$ cat config.mk
export PLATFORM = sky130hd
export DESIGN_NAME = cpu_preload_ctrl
export DESIGN_NICKNAME = d
export VERILOG_FILES = /design/src/rtl/cpu_preload_ctrl.sv
export SDC_FILE = /design/constraint.sdc
export NUM_CORES = 1
export LEC_CHECK = 0
export CAP_MARGIN = 40
export CORE_UTILIZATION = 44
export CTS_CLUSTER_DIAMETER = 120
export CTS_CLUSTER_SIZE = 8
export DETAILED_ROUTE_END_ITERATION = 16
export PLACE_DENSITY = 0.74
export SLEW_MARGIN = 40
export SYNTH_ARGS = -nofsm -noshare
export SYNTH_HDL_FRONTEND = slang
export SYNTH_SLANG_ARGS = --single-unit
$ cat constraint.sdc
create_clock -name clk -period 3.3 [get_ports clk]
set_clock_uncertainty 0.05 [all_clocks]
set_input_delay 0.33 -clock clk [delete_from_list [all_inputs] [get_ports clk]]
set_output_delay 0.33 -clock clk [all_outputs]
set_load 0.05 [all_outputs]
$ cat src/rtl/cpu_preload_ctrl.sv
// rtl/cpu_preload_ctrl.sv - operand preload, run control and cycle counting for the CPU demo top

// Button conditioner: 2-FF synchroniser followed by a consecutive-cycle debouncer.
module cpu_preload_debounce #(
    parameter int DEBOUNCE_CYC = 3
) (
    input  logic clk,
    input  logic rst_n,
    input  logic raw,
    output logic db
);
    localparam int CW = (DEBOUNCE_CYC < 2) ? 1 : $clog2(DEBOUNCE_CYC);

    logic [1:0]    sync;
    logic [CW-1:0] cnt;

    // Bring the asynchronous button into the clock domain.
    always_ff @(posedge clk or negedge rst_n) begin
        if (!rst_n) begin
            sync <= 2'b00;
        end else begin
            sync <= {sync[0], raw};
        end
    end

    // Flip the debounced level only after DEBOUNCE_CYC disagreeing cycles in a row.
    always_ff @(posedge clk or negedge rst_n) begin
        if (!rst_n) begin
            db  <= 1'b0;
            cnt <= '0;
        end else if (sync[1] != db) begin
            if (cnt == CW'(DEBOUNCE_CYC - 1)) begin
                db  <= ~db;
                cnt <= '0;
            end else begin
                cnt <= cnt + 1'b1;
            end
        end else begin
            cnt <= '0;
        end
    end
endmodule

// Session controller: load operands, arm, run the CPU, report cycles and timeout.
module cpu_preload_ctrl #(
    parameter int DATA_W       = 16,
    parameter int REG_W        = 32,
    parameter int NUM_ARGS     = 4,
    parameter int FIRST_REG    = 4,
    parameter int SIGN_EXT     = 0,
    parameter int DEBOUNCE_CYC = 3,
    parameter int MAX_CYC      = 1_000_000,
    parameter int CYC_W        = 32
) (
    input  logic              clk,
    input  logic              rst,
    input  logic              input_press,
    input  logic              start_press,
    input  logic [DATA_W-1:0] input_num,
    input  logic              cpu_halt,
    output logic              reg_we,
    output logic [4:0]        reg_idx,
    output logic [REG_W-1:0]  reg_wdata,
    output logic              cpu_run,
    output logic [2:0]        state,
    output logic [5:0]        load_cnt,
    output logic [CYC_W-1:0]  run_cycles,
    output logic              timeout
);
    typedef enum logic [2:0] {
        S_LOAD  = 3'd0,
        S_HOLD  = 3'd1,
        S_ARMED = 3'd2,
        S_RUN   = 3'd3,
        S_DONE  = 3'd4
    } state_t;

    state_t st_q, st_n;

    logic             in_db, in_db_q, in_ev;
    logic             start_db, start_db_q, start_ev;
    logic [REG_W-1:0] ext_data;

    logic             reg_we_n;
    logic [4:0]       reg_idx_n;
    logic [REG_W-1:0] reg_wdata_n;
    logic             cpu_run_n;
    logic [5:0]       load_cnt_n;
    logic [CYC_W-1:0] run_cycles_n;
    logic             timeout_n;

    cpu_preload_debounce #(.DEBOUNCE_CYC(DEBOUNCE_CYC)) u_in_db (
        .clk   (clk),
        .rst_n (rst),
        .raw   (input_press),
        .db    (in_db)
    );

    cpu_preload_debounce #(.DEBOUNCE_CYC(DEBOUNCE_CYC)) u_start_db (
        .clk   (clk),
        .rst_n (rst),
        .raw   (start_press),
        .db    (start_db)
    );

    // Remember last debounced levels so a press is a single-cycle rising event.
    always_ff @(posedge clk or negedge rst) begin
        if (!rst) begin
            in_db_q    <= 1'b0;
            start_db_q <= 1'b0;
        end else begin
            in_db_q    <= in_db;
            start_db_q <= start_db;
        end
    end

    assign in_ev    = in_db & ~in_db_q;
    assign start_ev = start_db & ~start_db_q;

    // Widen the switch value to register width, sign or zero filled.
    always_comb begin
        ext_data = '0;
        ext_data[DATA_W-1:0] = input_num;
        if (SIGN_EXT != 0) begin
            for (int i = DATA_W; i < REG_W; i++) begin
                ext_data[i] = input_num[DATA_W-1];
            end
        end
    end

    // State and all registered outputs; reset also drops cpu_run immediately.
    always_ff @(posedge clk or negedge rst) begin
        if (!rst) begin
            st_q       <= S_LOAD;
            reg_we     <= 1'b0;
            reg_idx    <= '0;
            reg_wdata  <= '0;
            cpu_run    <= 1'b0;
            load_cnt   <= '0;
            run_cycles <= '0;
            timeout    <= 1'b0;
        end else begin
            st_q       <= st_n;
            reg_we     <= reg_we_n;
            reg_idx    <= reg_idx_n;
            reg_wdata  <= reg_wdata_n;
            cpu_run    <= cpu_run_n;
            load_cnt   <= load_cnt_n;
            run_cycles <= run_cycles_n;
            timeout    <= timeout_n;
        end
    end

    // Next-state and next-output decisions for the session sequence.
    always_comb begin
        st_n         = st_q;
        reg_we_n     = 1'b0;
        reg_idx_n    = reg_idx;
        reg_wdata_n  = reg_wdata;
        cpu_run_n    = cpu_run;
        load_cnt_n   = load_cnt;
        run_cycles_n = run_cycles;
        timeout_n    = timeout;
        case (st_q)
            S_LOAD: begin
                if (in_ev) begin
                    reg_we_n    = 1'b1;
                    reg_idx_n   = 5'(6'(FIRST_REG) + load_cnt);
                    reg_wdata_n = ext_data;
                    load_cnt_n  = load_cnt + 6'd1;
                    st_n        = S_HOLD;
                end
            end
            S_HOLD: begin
                // Full set goes straight to ARMED; otherwise wait for release so a held button writes once.
                if (load_cnt == 6'(NUM_ARGS)) begin
                    st_n = S_ARMED;
                end else if (!in_db) begin
                    st_n = S_LOAD;
                end
            end
            S_ARMED: begin
                if (start_ev) begin
                    run_cycles_n = '0;
                    cpu_run_n    = 1'b1;
                    st_n         = S_RUN;
                end
            end
            S_RUN: begin
                // Halt takes priority over the timeout in the same cycle.
                if (cpu_halt) begin
                    run_cycles_n = run_cycles + 1'b1;
                    cpu_run_n    = 1'b0;
                    timeout_n    = 1'b0;
                    st_n         = S_DONE;
                end else if (run_cycles == CYC_W'(MAX_CYC - 1)) begin
                    cpu_run_n = 1'b0;
                    timeout_n = 1'b1;
                    st_n      = S_DONE;
                end else begin
                    run_cycles_n = run_cycles + 1'b1;
                end
            end
            S_DONE: begin
                if (start_ev) begin
                    load_cnt_n = '0;
                    timeout_n  = 1'b0;
                    st_n       = S_LOAD;
                end
            end
            default: begin
                st_n = S_LOAD;
            end
        endcase
    end

    assign state = st_q;
endmodule

Yosys cells after proc, flatten, opt, wreduce, memory -nomap -nowiden
Cells that the tools add are included.
W data, S select, Z words.
- bits in read-only memories: 0
- register bits: 77
- bits in latches: 0
- memories kept: 0
- bits of input ports: 21
- memory bits (writable): 0
- word-level logic and storage cells: 84
- $lt $le $gt $ge: 0
- shifts and indexed selects: 0
- reductions and logical operators: 12
- bitwise logic cells: 6
- eq/ne operators: 16
- $add $sub $neg: 5
- multiplexer cells: 29
- multipliers: 0
- divide/modulo/power cells: 0
- operators by type and width (kind ; number):
    $mux W32 ; 3
    $pmux W32 S2 ; 1
    $add A32 B1 Y32 const B ; 1
    $eq A32 B20 Y1 const B ; 1
    $mux W3 ; 7
    $pmux W3 S5 ; 1
    $mux W6 ; 2
    $pmux W6 S2 ; 1
    $reduce_and A3 Y1 ; 4
    $ne A3 B3 Y1 const B ; 3
    $mux W1 ; 8
    $mux W2 ; 4
    $add A6 B1 Y6 const B ; 1
    $eq A3 B2 Y1 const B ; 2
    $eq A6 B3 Y1 const B ; 1
    $ne A2 B2 Y1 const B ; 3
    $reduce_and A2 Y1 ; 3
    $reduce_bool A2 Y1 ; 3
    $add A3 B5 Y5 const A ; 1
    $reduce_and A5 Y1 ; 1
    $add A2 B1 Y2 const B ; 2
    $eq A2 B2 Y1 const B ; 2
    $not A1 Y1 ; 4
    $pmux W1 S2 ; 2
    5 further kinds ; 7

Depth between registers and ports, before layout
Gate-level depths: netlist (run 1).
- depth after elaboration: 4
- depth in mapped cells: 8
- mapped depth without buffers: 7

By module
Synthesis (run 1) repeated with hierarchy kept, for this count alone.
- cells, all modules: 427
- area, all modules: 4068.9 um^2
- modules (own cells, without submodules) (module ; sequential area each (um^2) ; cells an instance ; area each (um^2) ; times used):
    cpu_preload_ctrl ; 1676.6 ; 407 ; 3718.6 ; 1
    cpu_preload_debounce ; 125.1 ; 10 ; 175.2 ; 2

Worst setup path after synthesis (run 1)
No wires, ideal clock.
- path kind: flip-flop to flip-flop
- start point: register run_cycles[6]
- end point: register run_cycles[31]
- stages on the path, launching flop included: 8
- path slack: 0.860 ns
- arrival time: 2.321 ns
- path buffers: 1
- required time: 3.181 ns
- cell sequence: dfrtp_1 > buf_2 > nand4_4 > or4_4 > nor4_4 > nand3_2 > or3_1 > nand3_1
- cells in the longest elaborated chain, start to end: 4
- elaborated cells on any way between the ends: 7
- ends and longest elaborated chain (element ; line ; source):
    start: declaration ; 67 ; output logic [CYC_W-1:0] run_cycles,
    start signal: assignment ; 149 ; run_cycles <= run_cycles_n;
    $add A32 B1 Y32 ; 192, 201 ;
    $mux W32 ; 196 ; end else if (run_cycles == CYC_W'(MAX_CYC - 1)) begin
    $mux W32 ; 191 ; if (cpu_halt) begin
    $pmux W32 S2 ; 164 ; case (st_q)
Parallel ways exist; a longest one is shown, timed or not. The select of a mux whose other input is x is not followed.
A chain may end at the register's enable or synchronous reset.

Worst setup path in the final report (run 1)
- start point: register run_cycles[11]
- end point: register run_cycles[26]
The elaborated chain is that of the path after synthesis.

==> results of run 1 <==
[kinds of logic after synthesis]
logic type	share of synthesized area, %
flip-flops	50.1
AND/OR/NAND/NOR	24.9
multiplexers	1.11
XOR/XNOR	1.37
other	0.0974
AO/OA/AOI/OAI	14.1
adder cells (fa/ha/maj)	1.63
buffers and inverters	6.66
[placed cells by master, fill, tap and decap left out, types with 3 or more instances in the layout]
master	count
clkdlybuf4s50_1	84
nand2_1	82
dfrtp_1	77
o21ai_0	27
nor2_1	26
a21oi_1	24
nand3_1	17
conb_1	16
a31oi_1	13
inv_1	12
clkbuf_8	9
nand4_1	7
or3_1	7
and3_1	6
o31ai_1	6
or2_2	5
ha_1	5
xnor2_1	4
nor3_1	4
nand2b_1	4
a41oi_1	4
buf_4	4
nor4_1	3
nor2b_1	3
o21ai_1	3
or4_1	3
bufinv_16	3
[registers in the layout (all words and copies together) (netlist names), 2 cells and up]
name,flops
load_cnt,6
reg_idx,5
reg_wdata,16
run_cycles,32
state,3
u_in_db.cnt,2
u_in_db.sync,2
u_start_db.cnt,2
u_start_db.sync,2
[through the flow]
stage	area [um^2]	hold slack, ns	power (mW)	utilization (%)	cells
finish	4970	0.309	4.79	59.6	605
global route	4970	0.337	5.07	59.6	605
CTS	4970	0.307	4.84	59.6	605
detailed placement	4720	0.285	3.97	56.6	589
global placement	4700	0.283	3.93	56.4	589
floorplan	3910	-0.0156	3.19	-	429
[cell usage after synthesis, drive strengths merged (2+ instances only)]
library cell / number / area (um^2)
a31oi: 14 / 87.6
nor3: 5 / 30.0
buf: 27 / 185
a21oi: 25 / 129
ha: 5 / 62.6
nor2: 26 / 97.6
nor3b: 2 / 15.0
mux2: 2 / 22.5
dfrtp: 77 / 1930
xnor2: 4 / 35.0
inv: 12 / 45.0
and3: 6 / 37.5
or2: 5 / 31.3
or3: 7 / 43.8
o31ai: 6 / 45.0
clkbuf: 7 / 26.3
mux2i: 2 / 20.0
and2: 2 / 12.5
nand3: 19 / 105
nand2: 82 / 308
a22o: 2 / 17.5
o21ai: 30 / 150
nor4b: 3 / 47.5
a41oi: 4 / 35.0
or4: 4 / 33.8
xor2: 2 / 17.5
nand2b: 4 / 25.0
nand4: 9 / 77.6
nor4: 4 / 40.0
nor2b: 3 / 18.8
[how the worst max path moves through the flow]
stage | to | slack (ns) | cells past startpoint
after floorplan | run_cycles[31]$_DFFE_PN0P_ | 0.86 | 7
after global placement | run_cycles[7]$_DFFE_PN0P_ | 0.65 | 7
after detailed placement | run_cycles[26]$_DFFE_PN0P_ | 0.62 | 6
after CTS | run_cycles[26]$_DFFE_PN0P_ | 0.61 | 6
after global routing | run_cycles[26]$_DFFE_PN0P_ | 0.45 | 6
final | run_cycles[26]$_DFFE_PN0P_ | 0.61 | 6
[final cells by class]
class	count	area, um^2	area share, %
clock buffer	9	124	2.49
clock inverter	6	113	2.27
inverter	12	45.0	0.907
multi-input combinational	306	1740	34.9
sequential	77	1930	38.8
tap	105	131	2.64
timing repair buffer	90	892	18.0
[power by group through the flow]
stage                     Clock [mW]  Sequential, mW  Combinational (mW)
after floorplan                    0            2.46               0.733
after detailed placement           0            1.62                2.35
after CTS                      0.871            1.61                2.36
after global routing           0.905            1.67                2.50
after global placement             0            1.61                2.32
final                          0.845            1.61                2.34
[layer usage]
metal / GRT usage (%) / vias up
met5: 0 / -
met4: 8.33 / 0
met3: 6.62 / 17
met2: 30.6 / 136
met1: 28.0 / 1570
li1: - / 1588
[timing repair]
item	in CTS	in global routing
hold endpoints to repair	77	0
setup endpoints to repair	0	0
hold buffers	1	0
gates resized for setup	0	0
==> results.md, run 1 <==
- Clock latency on the worst-skew pair: 0.35 ns
- Crit. End Element: flop
- Synth cell types: 57
- Crit Path Category: flop to flop
- Synth Instances: ~410
- Proportion of layout cells with a drive suffix above 1: 8.20%
- Async set-reset flop share out of synthesis: 100%
- First-pass GRT wire length: 14.4 mm
- Clock power share: 17.6%
- GRT Residual Overflow: 0
- Core area: between 0.008 and 0.009 mm^2
- Seq cells post-synth: 77
- Met2 wire length: approximately 4.1 mm
- Fin. Hold Viols: 0
- Vias in the first global route: between 2000 and 3000
- NumNets Final: around 520
- Clock slew at reported path FFs: about 0.08 ns
- Syn-to-layout area delta: 29.1%
- Clock root cell: clkbuf_8
- MaxCap Viol Count: 0
- Worst IR drop on VDD: roughly 520 uV
- Fillcell total: 711
- CP required: approximately 3.5 ns
- CP peak stage delay: around 0.60 ns
- Pwr Density: around 970 mW/mm^2
- Largest net degree at the start of global routing: 78
- Hold Crit Start: u_start_db.sync[0]$_DFF_PN0_
- DIE AREA: between 0.009 and 0.01 mm^2
- Initial antenna violation count: 0
- Gate power share: around half
- CTS sink count: 77
- Post-synthesis sequential area ratio: between 50% and 60%
- Post-route ant nets: 0
- Post-DR vias/cell: around 5.5
- Slew @ Worst Pin: a little under 0.7 ns
- All-Layer GR Usage: between 20% and 30%
- Row cnt: 33
- Pleak: between 2 and 2.5 nW
- End point of the worst hold path: u_start_db.sync[1]$_DFF_PN0_
- DR DRC count: 0
- Top Metal Used: met4
- Crit path launch: run_cycles[11]$_DFFE_PN0P_
- Tmin final: about 2.7 ns
- Placement Setup Slack: just over 0.6 ns
- Ys flop type: dfrtp_1
- Io pins: between 100 and 150
- Fmax: around 370 MHz
- Initial core utilization: between 40% and 50%
- Routed wl met3: about 850 um
- Psw: between 2 and 2.5 mW
- First-pass DRT Iterations: 5
- Final WL: 9.04 mm
- Max clock buf depth: 2
- Avg Cell Area, Syn: 9.30 um^2
- Critical path arrival: ~2.9 ns
- Worst Slack Setup Final: around 0.61 ns
- Setup_tns: 0 ns
- Final slew viol count: 0
- Hold-critical path depth: 0
- Worst path cell trace: nor4b_1, nand4_1, nor4b_4, a21o_1, or4_1, o21ai_0
- Hpwl dp: between 6 and 7 mm
- Status: complete, no violations
- Worst r2r dst: run_cycles[26]$_DFFE_PN0P_
- Tcrit/Tclk final: just over 80%
- Final setup violation count: 0
- # diodes: 0
- P_int: 2.54 mW
- CTS tree: yes
- Iteration-0 DRC count of the detailed router: ~200
- WP buf/inv: 0
- Routed met1 length: 3.96 mm
- Sequential share of power: 33.6%
- Die W: 95.5 um
- Clock buffer count from CTS: 9
- Total number of vias: between 3000 and 4000
- CP max FO: 14
- Largest delay contributor family on the critical path: simple AND/OR/NAND/NOR gates
- H-tree lvl count: 3
- Crit path launch type: flop
- Reg-to-reg slack, setup: ~0.6 ns
- Critical path's slowest cell: nor4b_4
- Sw frac: around 47%
- Routability cong.: roughly 0.92
- Port buffer count: 85
- Die height: between 90 and 100 um
- Mapped cell area: 0.00385 mm^2
- Max transition margin: between 50% and 60%
- Post-synth EDFFs: 0
- RSZ-0062 raised after global routing: false
- Reg2Reg Depth: 6
- Postcts setup bufs: 0
- R2R Path Start: run_cycles[11]$_DFFE_PN0P_
- Hold/Removal Path Class: flop to flop
- Synth warnings: 0
- WL/cell: 14.9 um
No activity file was read; power rests on OpenSTA's default activity.
==> run 2, diff against run 1 <==
==> constraint.sdc (replaced) <==
create_clock -name clk -period 2.7 [get_ports clk]
set_clock_uncertainty 0.05 [all_clocks]
set_input_delay 0.27 -clock clk [delete_from_list [all_inputs] [get_ports clk]]
set_output_delay 0.27 -clock clk [all_outputs]
set_load 0.05 [all_outputs]
==> results.md, run 2 (synthesized netlist as in run 1, its figures left out) <==
- Status: complete, no violations
- Placed standard-cell area: 0.00477 mm^2
- Routability cong.: slightly below 0.9
- Row cnt: 33
- CTS tree: yes
- MaxCap Viol Count: 0
- Core area: between 0.008 and 0.009 mm^2
- Max reg flops: 32
- Total number of vias: roughly 3300
- DIE AREA: ~0.0091 mm^2
- P_int: a little under 3 mW
- WL/cell: ~15 um
- Sw frac: between 40% and 50%
- Proportion of layout cells with a drive suffix above 1: 9.43%
- Slew @ Worst Pin: between 0.7 and 0.8 ns
- Leading registers by flop count: run_cycles: 32 flops, reg_wdata: 16 flops, load_cnt: 6 flops
- Port buffer count: 85
- H-tree lvl count: 3
- Reg2Reg Depth: 7
- Pwr Density: around 1100 mW/mm^2
- Max clock buf depth: 2
- Critical path's slowest cell: dfrtp_1
- Worst path cell trace: nor4_1, nand4_1, nor4b_4, buf_4, a31o_2, o21ai_0, o31ai_1
- CP max FO: 21
- Initial antenna violation count: 0
- DR DRC count: 0
- Tcrit/Tclk final: roughly nine tenths
- Tmin final: roughly 2.4 ns
- Crit path launch type: flop
- Most frequent cells in the layout: clkdlybuf4s50_1 (84), nand2_1 (82), dfrtp_1 (77)
- Gate power share: 50.6%
- Fin. Hold Viols: 0
- Hold/Removal Path Class: flop to flop
- Postcts setup bufs: 0
- CP peak stage delay: 0.45 ns
- End point of the worst hold path: u_in_db.sync[1]$_DFF_PN0_
- Fillcell total: around 730
- Worst hold slack: between 0.3 and 0.4 ns
- Post-DR vias/cell: 5.35
- Die height: 95.5 um
- Worst Slack Setup Final: 0.255 ns
- R2R Path Start: run_cycles[29]$_DFFE_PN0P_
- Vias in the first global route: 3068
- Pleak: roughly 2.2 nW
- Crit Path Category: flop to flop
- Psw: approximately 2.8 mW
- NumNets Final: 530
- Worst IR drop on VDD: 807 uV
- Hpwl dp: approximately 6.4 mm
- WP buf/inv: 1
- Sequential standard cell area: 0.00193 mm^2
- Hold Crit Start: u_in_db.sync[0]$_DFF_PN0_
- CP required: 2.90 ns
- RSZ-0062 raised after global routing: false
- Register bank with the most flops: run_cycles
- Largest net degree at the start of global routing: slightly below 80
- Worst r2r dst: run_cycles[28]$_DFFE_PN0P_
- GRT Residual Overflow: 0
- Placement Setup Slack: 0.256 ns
- Hold-critical path depth: 0
- Reg-to-reg slack, setup: 0.25 ns
- Final Instance Area: 0.00498 mm^2
- Critical path arrival: 2.64 ns
- Clock power share: 15.0%
- PnR Total Power: 5.71 mW
- Layout Cells excl Fill: approximately 610
- All-Layer GR Usage: between 20% and 30%
- CTS sink count: between 70 and 80
- Io pins: around 100
- Syn-to-layout area delta: 29.3%
- Dpl cells: between 500 and 600
- Initial core utilization: 46.1%
- Post-route ant nets: 0
- Sequential share of power: roughly a third
- # diodes: 0
- Clock slew at reported path FFs: 0.08 ns
- Largest delay contributor family on the critical path: simple AND/OR/NAND/NOR gates
- Setup_tns: 0 ns
- Final WL: roughly 9.1 mm
- Final slew viol count: 0
- Most common cell after layout, fill and taps aside: clkdlybuf4s50_1
- Die W: ~96 um
- First-pass DRT Iterations: 4
- Final Core Density: approximately three fifths
- Max transition margin: roughly 53%
- Fmax: about 410 MHz
- Clock buffer count from CTS: 9
- Clock root cell: clkbuf_8
- Clock latency on the worst-skew pair: approximately 0.34 ns
- Iteration-0 DRC count of the detailed router: around 190
- Final setup violation count: 0
- Crit. End Element: flop
- First-pass GRT wire length: 14.7 mm
- Footprint of the multi-input gates: 0.00173 mm^2
[run 2: repair_timing]
item	4_1_cts	5_1_grt
resized for setup	0	0
hold buffers	1	0
endpoints found under the hold margin	77	0
[run 2: worst max-delay path by stage]
stage / startpoint / to / slack, ns / cells after the start
finish: run_cycles[29]$_DFFE_PN0P_ / run_cycles[28]$_DFFE_PN0P_ / 0.25 / 7
global route: run_cycles[29]$_DFFE_PN0P_ / run_cycles[2]$_DFFE_PN0P_ / 0.08 / 7
CTS: run_cycles[29]$_DFFE_PN0P_ / run_cycles[28]$_DFFE_PN0P_ / 0.24 / 7
detailed placement: run_cycles[29]$_DFFE_PN0P_ / run_cycles[25]$_DFFE_PN0P_ / 0.26 / 7
global placement: run_cycles[29]$_DFFE_PN0P_ / run_cycles[24]$_DFFE_PN0P_ / 0.34 / 7
floorplan: run_cycles[6]$_DFFE_PN0P_ / run_cycles[31]$_DFFE_PN0P_ / 0.26 / 7
[run 2: routing by layer]
layer  GRT usage [%]  routed length, um
met1            28.7               4130
met4            7.59                 97
met3            6.06                685
met2            32.4               4180
met5               0                  0
[run 2: cell type report]
cell class,instances,area share [%]
Sequential cell,77,38.7
Tap cell,105,2.64
Multi-Input combinational cell,306,34.7
Timing Repair Buffer,98,19.1
Clock buffer,12,2.92
Clock inverter,4,0.955
Inverter,12,0.905
[run 2: power groups by stage]
stage                     logic (mW)  registers (mW)  clock network (mW)
final                           2.89            1.96               0.860
after global routing            3.08            2.03               0.930
after CTS                       2.91            1.96               0.885
after detailed placement        2.90            1.98                   0
after global placement          2.85            1.96                   0
after floorplan                0.896            3.00                   0
==> run 3, diff against run 2 <==
--- a/config.mk
+++ b/config.mk
@@ -11,7 +11,8 @@
 export CTS_CLUSTER_SIZE = 8
 export DETAILED_ROUTE_END_ITERATION = 16
 export PLACE_DENSITY = 0.74
-export SLEW_MARGIN = 40
+export SETUP_SLACK_MARGIN = 0.5
+export SLEW_MARGIN = 0
 export SYNTH_ARGS = -nofsm -noshare
 export SYNTH_HDL_FRONTEND = slang
 export SYNTH_SLANG_ARGS = --single-unit
==> results.md, run 3 (synthesized netlist as in run 1, its figures left out) <==
- Status: complete, no violations
- NumNets Final: between 500 and 600
- Sequential share of power: 33.2%
- P_int: 3.10 mW
- DIE AREA: 0.00913 mm^2
- Clock power share: roughly 15%
- Sw frac: between 40% and 50%
- H-tree lvl count: 3
- All-Layer GR Usage: between 20 and 25%
- Max reg flops: 32
- First-pass DRT Iterations: 5
- Worst Slack Setup Final: 0.501 ns
- Crit. End Element: flop
- Initial antenna violation count: 0
- Crit path launch: run_cycles[7]$_DFFE_PN0P_
- Most common cell after layout, fill and taps aside: clkdlybuf4s50_1
- Hold/Removal Path Class: input port to flop
- Final WL: 10.3 mm
- Routability cong.: slightly above 0.8
- Slew @ Worst Pin: 0.561 ns
- CP max FO: 6
- Fmax: roughly 450 MHz
- Reg2Reg Depth: 7
- Io pins: just over 100
- Pleak: 2.33 nW
- Row cnt: 33
- GRT Residual Overflow: 0
- RSZ-0062 raised after global routing: true
- Die W: around 96 um
- Placed standard-cell area: a little under 0.005 mm^2
- Worst IR drop on VDD: between 600 and 700 uV
- Clock root cell: clkbuf_8
- CP required: between 2 and 3 ns
- Register bank with the most flops: run_cycles
- Post-route ant nets: 0
- Crit Path Category: flop to flop
- Largest net degree at the start of global routing: 55
- Proportion of layout cells with a drive suffix above 1: about 22%
- First-pass GRT wire length: 15.3 mm
- Hpwl dp: approximately 6.4 mm
- Die height: 95.5 um
- CTS tree: yes
- Vias in the first global route: 3169
- Setup_tns: 0 ns
- Clock latency on the worst-skew pair: approximately 0.35 ns
- Psw: between 2 and 3 mW
- Critical path arrival: 2.44 ns
- Crit path launch type: flop
- Iteration-0 DRC count of the detailed router: between 200 and 250
- Final Core Density: around two thirds
- PnR Total Power: ~6 mW
- Most frequent cells in the layout: clkdlybuf4s50_1 (84), nand2_1 (82), dfrtp_1 (57)
- Fin. Hold Viols: 0
- Max transition margin: between 60% and 70%
- Tcrit/Tclk final: 81.4%
- Final Instance Area: around 0.0055 mm^2
- DR DRC count: 0
- Leading registers by flop count: run_cycles: 32 flops, reg_wdata: 16 flops, load_cnt: 6 flops
- CP Capture Point: run_cycles[31]$_DFFE_PN0P_
- # diodes: 0
- Placement Setup Slack: 0.349 ns
- Port buffer count: 85
- Clock slew at reported path FFs: 0.09 ns
- Clock buffer count from CTS: 9
- Max clock buf depth: 2
- Final slew viol count: 0
- Syn-to-layout area delta: 42.2%
- WL/cell: 16.0 um
- MaxCap Viol Count: 0
- Initial core utilization: a little under half
- CTS sink count: between 70 and 80
- Pwr Density: about 1100 mW/mm^2
- Post-DR vias/cell: roughly 5.5
- R2R Path Start: run_cycles[7]$_DFFE_PN0P_
- Core area: approximately 0.0083 mm^2
- Reg-to-reg slack, setup: approximately 0.5 ns
- Gate power share: around 52%
- Total number of vias: 3557
- Worst r2r dst: run_cycles[31]$_DFFE_PN0P_
- Tmin final: roughly 2.2 ns
- Final setup violation count: 0
==> run 3: changes by cell type in the layout (fill, tap and decap cells not counted), sizes merged <==
cell,before,now
inv,12,13
a31o,1,2
clkbuf,12,13
buf,13,37
clkinvlp,1,2
==> run 3: final cells by class <==
cell class	instances	area [um^2]
clock buffers	10	138
clock inverters	6	71.3
fillers	660	2870
inverters	12	45.0
multi-input cells	307	1900
flip-flops and latches	77	1950
well taps	105	131
repair buffers	125	1240
==> run 3: per-stage QoR <==
stage | std cells | hold WS (ns)
final | 642 | 0.294
after global routing | 642 | 0.290
after CTS | 616 | 0.284
after detailed placement | 595 | 0.146
after global placement | 594 | 0.283
after floorplan | 429 | -0.0756
==> run 3: what timing repair did <==
action / CTS / global route
hold buffers: 1 / 0
setup buffers: 4 / 22
hold endpoints to repair: 23 / 0
pin swaps: 2 / 12
setup endpoints to repair: 21 / 30
gates cloned: 0 / 4
gates resized for setup: 4 / 32
==> run 3: routing by layer <==
metal | wire length (um) | track usage, % | up-vias
li1 | - | - | 1657
met1 | 4180 | 28.9 | 1711
met2 | 5110 | 35.2 | 173
met3 | 844 | 4.94 | 16
met4 | 129 | 8.71 | 0
met5 | 0 | 0 | -
==> run 3: power groups by stage <==
stage               Sequential, mW  Clock, mW  Combinational (mW)
finish                        1.99      0.921                3.09
global route                  2.06      0.974                3.31
detailed placement            1.99          0                2.92
global placement              1.97          0                2.87
CTS                           1.98      0.934                2.94
floorplan                     3.02          0               0.913
==> run 3: worst min-delay path by stage <==
stage	startpoint	end	cells past startpoint
after CTS	input_press	u_in_db.sync[0]$_DFF_PN0_	1
after global routing	start_press	u_start_db.sync[0]$_DFF_PN0_	1
after detailed placement	rst	run_cycles[30]$_DFFE_PN0P_	1
after global placement	u_in_db.sync[0]$_DFF_PN0_	u_in_db.sync[1]$_DFF_PN0_	0
final	input_press	u_in_db.sync[0]$_DFF_PN0_	1
after floorplan	rst	cpu_run$_DFFE_PN0P_	0
==> run 3: critical path, cell delays in order, from the launching register on <==
cell and delay [ns]:
dfrtp_2 0.46, nand4_4 0.16, or4_4 0.54, nor4_4 0.23, buf_4 0.20, nand3_2 0.09
or3_1 0.32, nand3_1 0.09
